--- src/rtl/pipe_hazard_ctrl_if.sv ---
// Signal bundle between the pipeline datapath and the hazard controller.
// Macro PIPE_HAZARD_STALL_CNT_EN adds the stall_cnt performance counter.
interface pipe_hazard_ctrl_if;
    logic [4:0]  d_rs;
    logic [4:0]  d_rt;
    logic [1:0]  d_rs_tuse;
    logic [1:0]  d_rt_tuse;
    logic [4:0]  e_wa;
    logic [4:0]  m_wa;
    logic [1:0]  e_tnew;
    logic [1:0]  m_tnew;
    logic        d_md;
    logic        e_md_start;
    logic        e_md_div;
    logic        int_req;
    logic        stall_f;
    logic        stall_d;
    logic        flush_e;
    logic        flush_all;
    logic        pc_sel_eh;
    logic        md_busy;
`ifdef PIPE_HAZARD_STALL_CNT_EN
    logic [31:0] stall_cnt;
`endif

    modport master (
        output d_rs, d_rt, d_rs_tuse, d_rt_tuse, e_wa, m_wa, e_tnew, m_tnew,
        output d_md, e_md_start, e_md_div, int_req,
`ifdef PIPE_HAZARD_STALL_CNT_EN
        input  stall_cnt,
`endif
        input  stall_f, stall_d, flush_e, flush_all, pc_sel_eh, md_busy
    );

    modport slave (
        input  d_rs, d_rt, d_rs_tuse, d_rt_tuse, e_wa, m_wa, e_tnew, m_tnew,
        input  d_md, e_md_start, e_md_div, int_req,
`ifdef PIPE_HAZARD_STALL_CNT_EN
        output stall_cnt,
`endif
        output stall_f, stall_d, flush_e, flush_all, pc_sel_eh, md_busy
    );
endinterface

--- src/rtl/pipe_hazard_ctrl.sv ---
// Hazard controller: data/mult-div stalls, interrupt flush FSM, mult/div busy timer.
// Optional macro PIPE_HAZARD_STALL_CNT_EN adds a 32-bit stall-cycle counter.
module pipe_hazard_ctrl (
    input  logic              clk,
    input  logic              reset,
    pipe_hazard_ctrl_if.slave hz
);
    typedef enum logic {RUN = 1'b0, FLUSH = 1'b1} state_e;

    state_e     state_q, state_d;
    logic [3:0] md_cnt_q, md_cnt_d;
    logic       rs_stall, rt_stall, data_stall, md_stall, stall, int_taken;

    // A source stalls only if its value is needed before the producer can forward it.
    assign rs_stall = (hz.d_rs != 5'd0) &&
                      (((hz.d_rs == hz.e_wa) && (hz.d_rs_tuse < hz.e_tnew)) ||
                       ((hz.d_rs == hz.m_wa) && (hz.d_rs_tuse < hz.m_tnew)));
    assign rt_stall = (hz.d_rt != 5'd0) &&
                      (((hz.d_rt == hz.e_wa) && (hz.d_rt_tuse < hz.e_tnew)) ||
                       ((hz.d_rt == hz.m_wa) && (hz.d_rt_tuse < hz.m_tnew)));

    assign data_stall = rs_stall || rt_stall;
    assign hz.md_busy = (md_cnt_q != 4'd0);
    assign md_stall   = hz.d_md && (hz.md_busy || hz.e_md_start);
    assign stall      = data_stall || md_stall;
    assign int_taken  = (state_q == RUN) && hz.int_req;

    always_comb begin
        // NOTE: every output gets a default before the case so no path leaves one unassigned (no latch).
        state_d      = state_q;
        hz.stall_f   = 1'b0;
        hz.stall_d   = 1'b0;
        hz.flush_e   = 1'b0;
        hz.flush_all = 1'b0;
        hz.pc_sel_eh = 1'b0;
        case (state_q)
            RUN: begin
                if (hz.int_req) begin
                    hz.flush_all = 1'b1;
                    state_d      = FLUSH;
                end else if (stall) begin
                    hz.stall_f = 1'b1;
                    hz.stall_d = 1'b1;
                    hz.flush_e = 1'b1;
                end
            end
            FLUSH: begin
                hz.pc_sel_eh = 1'b1;
                state_d      = RUN;
            end
            default: state_d = RUN;
        endcase
    end

    // A start in the same cycle as a taken interrupt belongs to a cancelled instruction.
    always_comb begin
        md_cnt_d = md_cnt_q;
        if (hz.e_md_start && !int_taken)
            md_cnt_d = hz.e_md_div ? 4'd10 : 4'd5;
        else if (md_cnt_q != 4'd0)
            md_cnt_d = md_cnt_q - 4'd1;
    end

    // NOTE: sequential state uses non-blocking assignments so all flops update from pre-edge values.
    always_ff @(posedge clk or negedge reset) begin
        if (!reset) begin
            state_q  <= RUN;
            md_cnt_q <= 4'd0;
        end else begin
            state_q  <= state_d;
            md_cnt_q <= md_cnt_d;
        end
    end

`ifdef PIPE_HAZARD_STALL_CNT_EN
    logic [31:0] stall_cnt_q;

    always_ff @(posedge clk or negedge reset) begin
        if (!reset)
            stall_cnt_q <= 32'd0;
        else if (hz.stall_f)
            stall_cnt_q <= stall_cnt_q + 32'd1;
    end

    assign hz.stall_cnt = stall_cnt_q;
`endif
endmodule
--- src/flat_wrapper.sv ---
// flat-port wrapper written by rule: the top's interface ports become plain ports
module pipe_hazard_ctrl_flat 
  (clk, reset, hz_d_rs, hz_d_rt, hz_d_rs_tuse, hz_d_rt_tuse, hz_e_wa, hz_m_wa, hz_e_tnew, hz_m_tnew, hz_d_md, hz_e_md_start, hz_e_md_div, hz_int_req, hz_stall_f, hz_stall_d, hz_flush_e, hz_flush_all, hz_pc_sel_eh, hz_md_busy);
  pipe_hazard_ctrl_if hz_i ();
  input  logic clk;
  input  logic reset;
  input wire logic [$bits(hz_i.d_rs)-1:0] hz_d_rs;
  input wire logic [$bits(hz_i.d_rt)-1:0] hz_d_rt;
  input wire logic [$bits(hz_i.d_rs_tuse)-1:0] hz_d_rs_tuse;
  input wire logic [$bits(hz_i.d_rt_tuse)-1:0] hz_d_rt_tuse;
  input wire logic [$bits(hz_i.e_wa)-1:0] hz_e_wa;
  input wire logic [$bits(hz_i.m_wa)-1:0] hz_m_wa;
  input wire logic [$bits(hz_i.e_tnew)-1:0] hz_e_tnew;
  input wire logic [$bits(hz_i.m_tnew)-1:0] hz_m_tnew;
  input wire logic [$bits(hz_i.d_md)-1:0] hz_d_md;
  input wire logic [$bits(hz_i.e_md_start)-1:0] hz_e_md_start;
  input wire logic [$bits(hz_i.e_md_div)-1:0] hz_e_md_div;
  input wire logic [$bits(hz_i.int_req)-1:0] hz_int_req;
  output wire logic [$bits(hz_i.stall_f)-1:0] hz_stall_f;
  output wire logic [$bits(hz_i.stall_d)-1:0] hz_stall_d;
  output wire logic [$bits(hz_i.flush_e)-1:0] hz_flush_e;
  output wire logic [$bits(hz_i.flush_all)-1:0] hz_flush_all;
  output wire logic [$bits(hz_i.pc_sel_eh)-1:0] hz_pc_sel_eh;
  output wire logic [$bits(hz_i.md_busy)-1:0] hz_md_busy;
  assign hz_i.d_rs = hz_d_rs;
  assign hz_i.d_rt = hz_d_rt;
  assign hz_i.d_rs_tuse = hz_d_rs_tuse;
  assign hz_i.d_rt_tuse = hz_d_rt_tuse;
  assign hz_i.e_wa = hz_e_wa;
  assign hz_i.m_wa = hz_m_wa;
  assign hz_i.e_tnew = hz_e_tnew;
  assign hz_i.m_tnew = hz_m_tnew;
  assign hz_i.d_md = hz_d_md;
  assign hz_i.e_md_start = hz_e_md_start;
  assign hz_i.e_md_div = hz_e_md_div;
  assign hz_i.int_req = hz_int_req;
  assign hz_stall_f = hz_i.stall_f;
  assign hz_stall_d = hz_i.stall_d;
  assign hz_flush_e = hz_i.flush_e;
  assign hz_flush_all = hz_i.flush_all;
  assign hz_pc_sel_eh = hz_i.pc_sel_eh;
  assign hz_md_busy = hz_i.md_busy;
  pipe_hazard_ctrl u_core (.clk(clk), .reset(reset), .hz(hz_i));
endmodule
--- config.mk ---
export PLATFORM = sky130hd
export DESIGN_NAME = pipe_hazard_ctrl_flat
export DESIGN_NICKNAME = d
export VERILOG_FILES = /design/src/rtl/pipe_hazard_ctrl_if.sv /design/src/rtl/pipe_hazard_ctrl.sv /design/src/flat_wrapper.sv
export SDC_FILE = /design/constraint.sdc
export NUM_CORES = 1
export LEC_CHECK = 0
export CAP_MARGIN = 20
export CELL_PAD_IN_SITES_DETAIL_PLACEMENT = 1
export CELL_PAD_IN_SITES_GLOBAL_PLACEMENT = 1
export CORE_MARGIN = 4
export CORE_UTILIZATION = 27
export DETAILED_ROUTE_END_ITERATION = 8
export PLACE_DENSITY_LB_ADDON = 0.1
export SLEW_MARGIN = 20
export SYNTH_ARGS = -nofsm -noshare
export SYNTH_HDL_FRONTEND = slang
export SYNTH_SLANG_ARGS = --single-unit
--- constraint.sdc ---
create_clock -name clk -period 5.1 [get_ports clk]
set_clock_uncertainty 0.15 [all_clocks]
set_input_delay 0.51 -clock clk [delete_from_list [all_inputs] [get_ports clk]]
set_output_delay 0.51 -clock clk [all_outputs]
set_load 0.01 [all_outputs]
==> results.txt <==
The run finished with clean final reports. The count of placed standard cells including taps came out at around 140. The clock-pin slew reported for the worst setup and hold paths after clock tree synthesis came out at 0.04 ns. By area the synthesized netlist is led by xnor2_1 20%, dfrtp_1 19%, ha_1 12%.

The setup TNS after final layout came out at 0 ns. The headroom to the max-slew limit came out at roughly 64%. For the worst setup path, the data arrival time is 2.81 ns.

Setup violations remaining at the end of the flow were counted as 0. Sorting the synthesized cells by how often they occur yields 15 x xnor2_1, 8 x xor2_1, 6 x ha_1, 6 x nand2_1. The proportion of synthesized flip-flops having asynchronous set or reset came out at 100%.

Synthesis produced a netlist with a net count of between 100 and 150. Dividing the synthesized area by the synthesized cell count gives 8.45 um2. The signed area change from the synthesized netlist to the final layout is 68.0%. The final critical path takes up 68.1% of the cycle. The cell accounting for the most synthesized area is xnor2_1. The number of slew-limit violations in the final report is 0. The post-layout net count is 158. The number of max-cap violations is 0. The achievable clock frequency is 288 MHz. The count of fill cells added during filler insertion came out at ~280.

TritonCTS built the clock tree. The first global-routing pass estimated between 3 and 4 mm of wire. The timing startpoint of the critical path is hz_e_tnew[1]. The effective utilization at floorplan is about 29%. The capturing element type of the critical path is a primary output. The congestion estimate from routability-driven global placement came to approximately 0.81. The cell area reported after detailed placement came out at between 0.001 and 0.0015 mm2. After global routing the overflow that remains totals 0. The fraction of final layout cells with drive strength greater than 1 is 2.56%. The leakage power total came out at between 0.4 and 0.5 nW.

At the worst endpoint, the required time is 4.44 ns. In this run the deepest clock path goes through 2 buffers. The number of antenna cells inserted is 0. Of all nets on the critical path, the largest fanout is 3. The maximum ir drop on the vdd rail came out at approximately 200 uV. The standard-cell row count came out at 17. The estimated wirelength of the detail-placed design is between 1.5 and 2 mm. The number of antenna violations at the first check in global routing is 0.

The worst setup path is of the in -> out kind. The number of remaining DRC errors is 0. The mean number of vias per cell came out at ~4.8.

The mean routed wirelength per cell came out at 14.2 um. The total power after layout came out at 0.266 mW. The class of the tightest hold or removal check is in -> async. The clock buffer count from CTS is 3. The cell count after synthesis is between 70 and 80. The count of hold buffers inserted by post-cts repair came out at 0. The post-route standard cell area excluding fillers came out at roughly 0.0011 mm2.

The boundary pin count is 40. The mapped cell area came out at approximately 640 um2. In this run, the number of DRC markers left after iteration 0 of detailed routing was 10. Following the worst setup path forward leads to its endpoint at hz_stall_d. The total area inside the core boundary comes to 0.00223 mm2. CTS saw 5 sinks. Buffers added to address setup during post-CTS repair amount to 0.

The reg-to-reg setup timing slack is roughly 3.7 ns. The horizontal die dimension is 56.8 um. The aggregate routed wire length is just over 2 mm. The number of gates resized after cts came out at 0. The die outline area came out at approximately 0.0032 mm2. The worst reg2reg path endpoint is u_core.md_cnt_q[0]. The die height is 56.8 um. For the finished layout, the period the worst path requires is roughly 3.5 ns. The count of H-tree levels built during CTS is 1.

The maximum number of pins on one net before global-route repair is 7. The number of global-route vias before repair came out at between 700 and 800. The finished layout holds 145 standard cells, fillers aside. The fraction of synthesized cell area taken by the top area cell type came out at 20.5%.

The number of enable-type register cells in the synthesized netlist is 0. The startpoint identified for the worst register-to-register timing path is u_core.md_cnt_q[0]. The power density normalized to cell area came out at approximately 250 mW/mm2. Detailed routing inserted a total of ~690 vias. The Yosys step of the flow raised 0 warnings. The number of endpoints with negative hold slack in the final report was 0. The cell sitting at the root of the clock tree is a clkbuf_4. The aggregate global-route resource usage came out at 13.6%. Sequential cells were found to cover about a fifth of the synthesized design area. Synthesis inferred 5 register bits.

STA classifies the critical path startpoint as an input pin. The number of different library cells in the post-synthesis netlist came out at 21. Buffers placed on the I/O ports in this run total 39. The clock network latency to the later pin of the worst-skew pair is around 0.24 ns.

The worst-case setup margin in the final layout is approximately 1.6 ns. The post-route antenna net violation count came out at 0. The slew of the pin with the lowest slew margin is between 0.5 and 0.6 ns. The most used flip-flop cell after synthesis is dfrtp_1. The detailed-routing iteration count for the pre-antenna-repair pass is 4. xnor2_1 is the most common cell in the netlist. The depth of the worst register-to-register path came out at 6. The post-placement setup slack is roughly 1.6 ns. Setup repair after global routing left no endpoint under its margin.
==> routing by layer <==
metal | share of wire [%] | track usage [%] | up-vias | wire length (um)
li1 | - | - | 348 | -
met1 | 43 | 17.3 | 316 | 892
met2 | 49 | 23.3 | 29 | 1010
met3 | 7.3 | 3.68 | 0 | 149
met4 | 0 | 1.99 | 0 | 0
met5 | 0 | 0 | - | 0
==> worst min-delay path by stage <==
stage | from | end | cells past startpoint
after global routing | reset | u_core.md_cnt_q[3] | 1
after floorplan | reset | u_core.md_cnt_q[0] | 0
final | reset | u_core.md_cnt_q[3] | 1
after CTS | reset | u_core.md_cnt_q[0] | 1
after detailed placement | u_core.md_cnt_q[3] | u_core.md_cnt_q[3] | 2
after global placement | u_core.md_cnt_q[3] | u_core.md_cnt_q[3] | 2
==> layout make-up <==
cell class              instances  area, um2  share of cell area [%]
flip-flops and latches          5        125                    11.6
well taps                      28       35.0                    3.25
inverters                       5       18.8                    1.74
repair buffers                 39        390                    36.2
clock buffers                   4       26.3                    2.44
multi-input cells              64        483                    44.8
==> layout by cell type (no fill, tap or decap), drive strengths merged <==
cell type and instances:
a2111oi 4, a21oi 2, clkbuf 4, clkdlybuf4s50 39
dfrtp 5, ha 6, inv 5, nand2 6
nand2b 5, nand3 1, nand4 4, nor2 2
nor3 1, o211a 1, o211ai 1, o21ai 4
o22ai 1, or3 1, or4 2, xnor2 15
xor2 8
==> report_power, final <==
part           switching [mW]  internal [mW]  leakage, nW
Combinational          0.0686         0.0803        0.357
Clock                  0.0171         0.0296       0.0150
Sequential             0.0133         0.0567       0.0607
==> worst max-delay path: stages <==
cell and delay (ns):
clkdlybuf4s50_1 0.45, inv_1 0.05, ha_1 0.27, a2111oi_0 0.49, nand4_1 0.18, a21oi_1 0.16, or3_1 0.16, clkdlybuf4s50_1 0.55
==> state kept, by name (all words and copies together), names as in the netlist <==
signal	flops
u_core.state_q	1
u_core.md_cnt_q	4
==> metrics by stage <==
stage / hold slack (ns) / util (%)
6_report: 0.342 / 48.3
3_3_place_gp: 0.439 / 47.1
4_1_cts: 0.348 / 48.3
5_1_grt: 0.349 / 48.3
2_1_floorplan: 0.0644 / -
3_5_place_dp: 0.433 / 47.1
==> logic make-up after synthesis <==
kind of cell | Yosys count | share of synthesized area, %
buffers and inverters | 7 | 5.26
adders and majority gates | 6 | 11.7
xor gates and xnor gates | 23 | 31.4
AOI/OAI and AO/OA | 13 | 13.8
and+or+nand+nor | 22 | 18.3
DFF | 5 | 19.5
No activity file was read; power rests on OpenSTA's default activity.
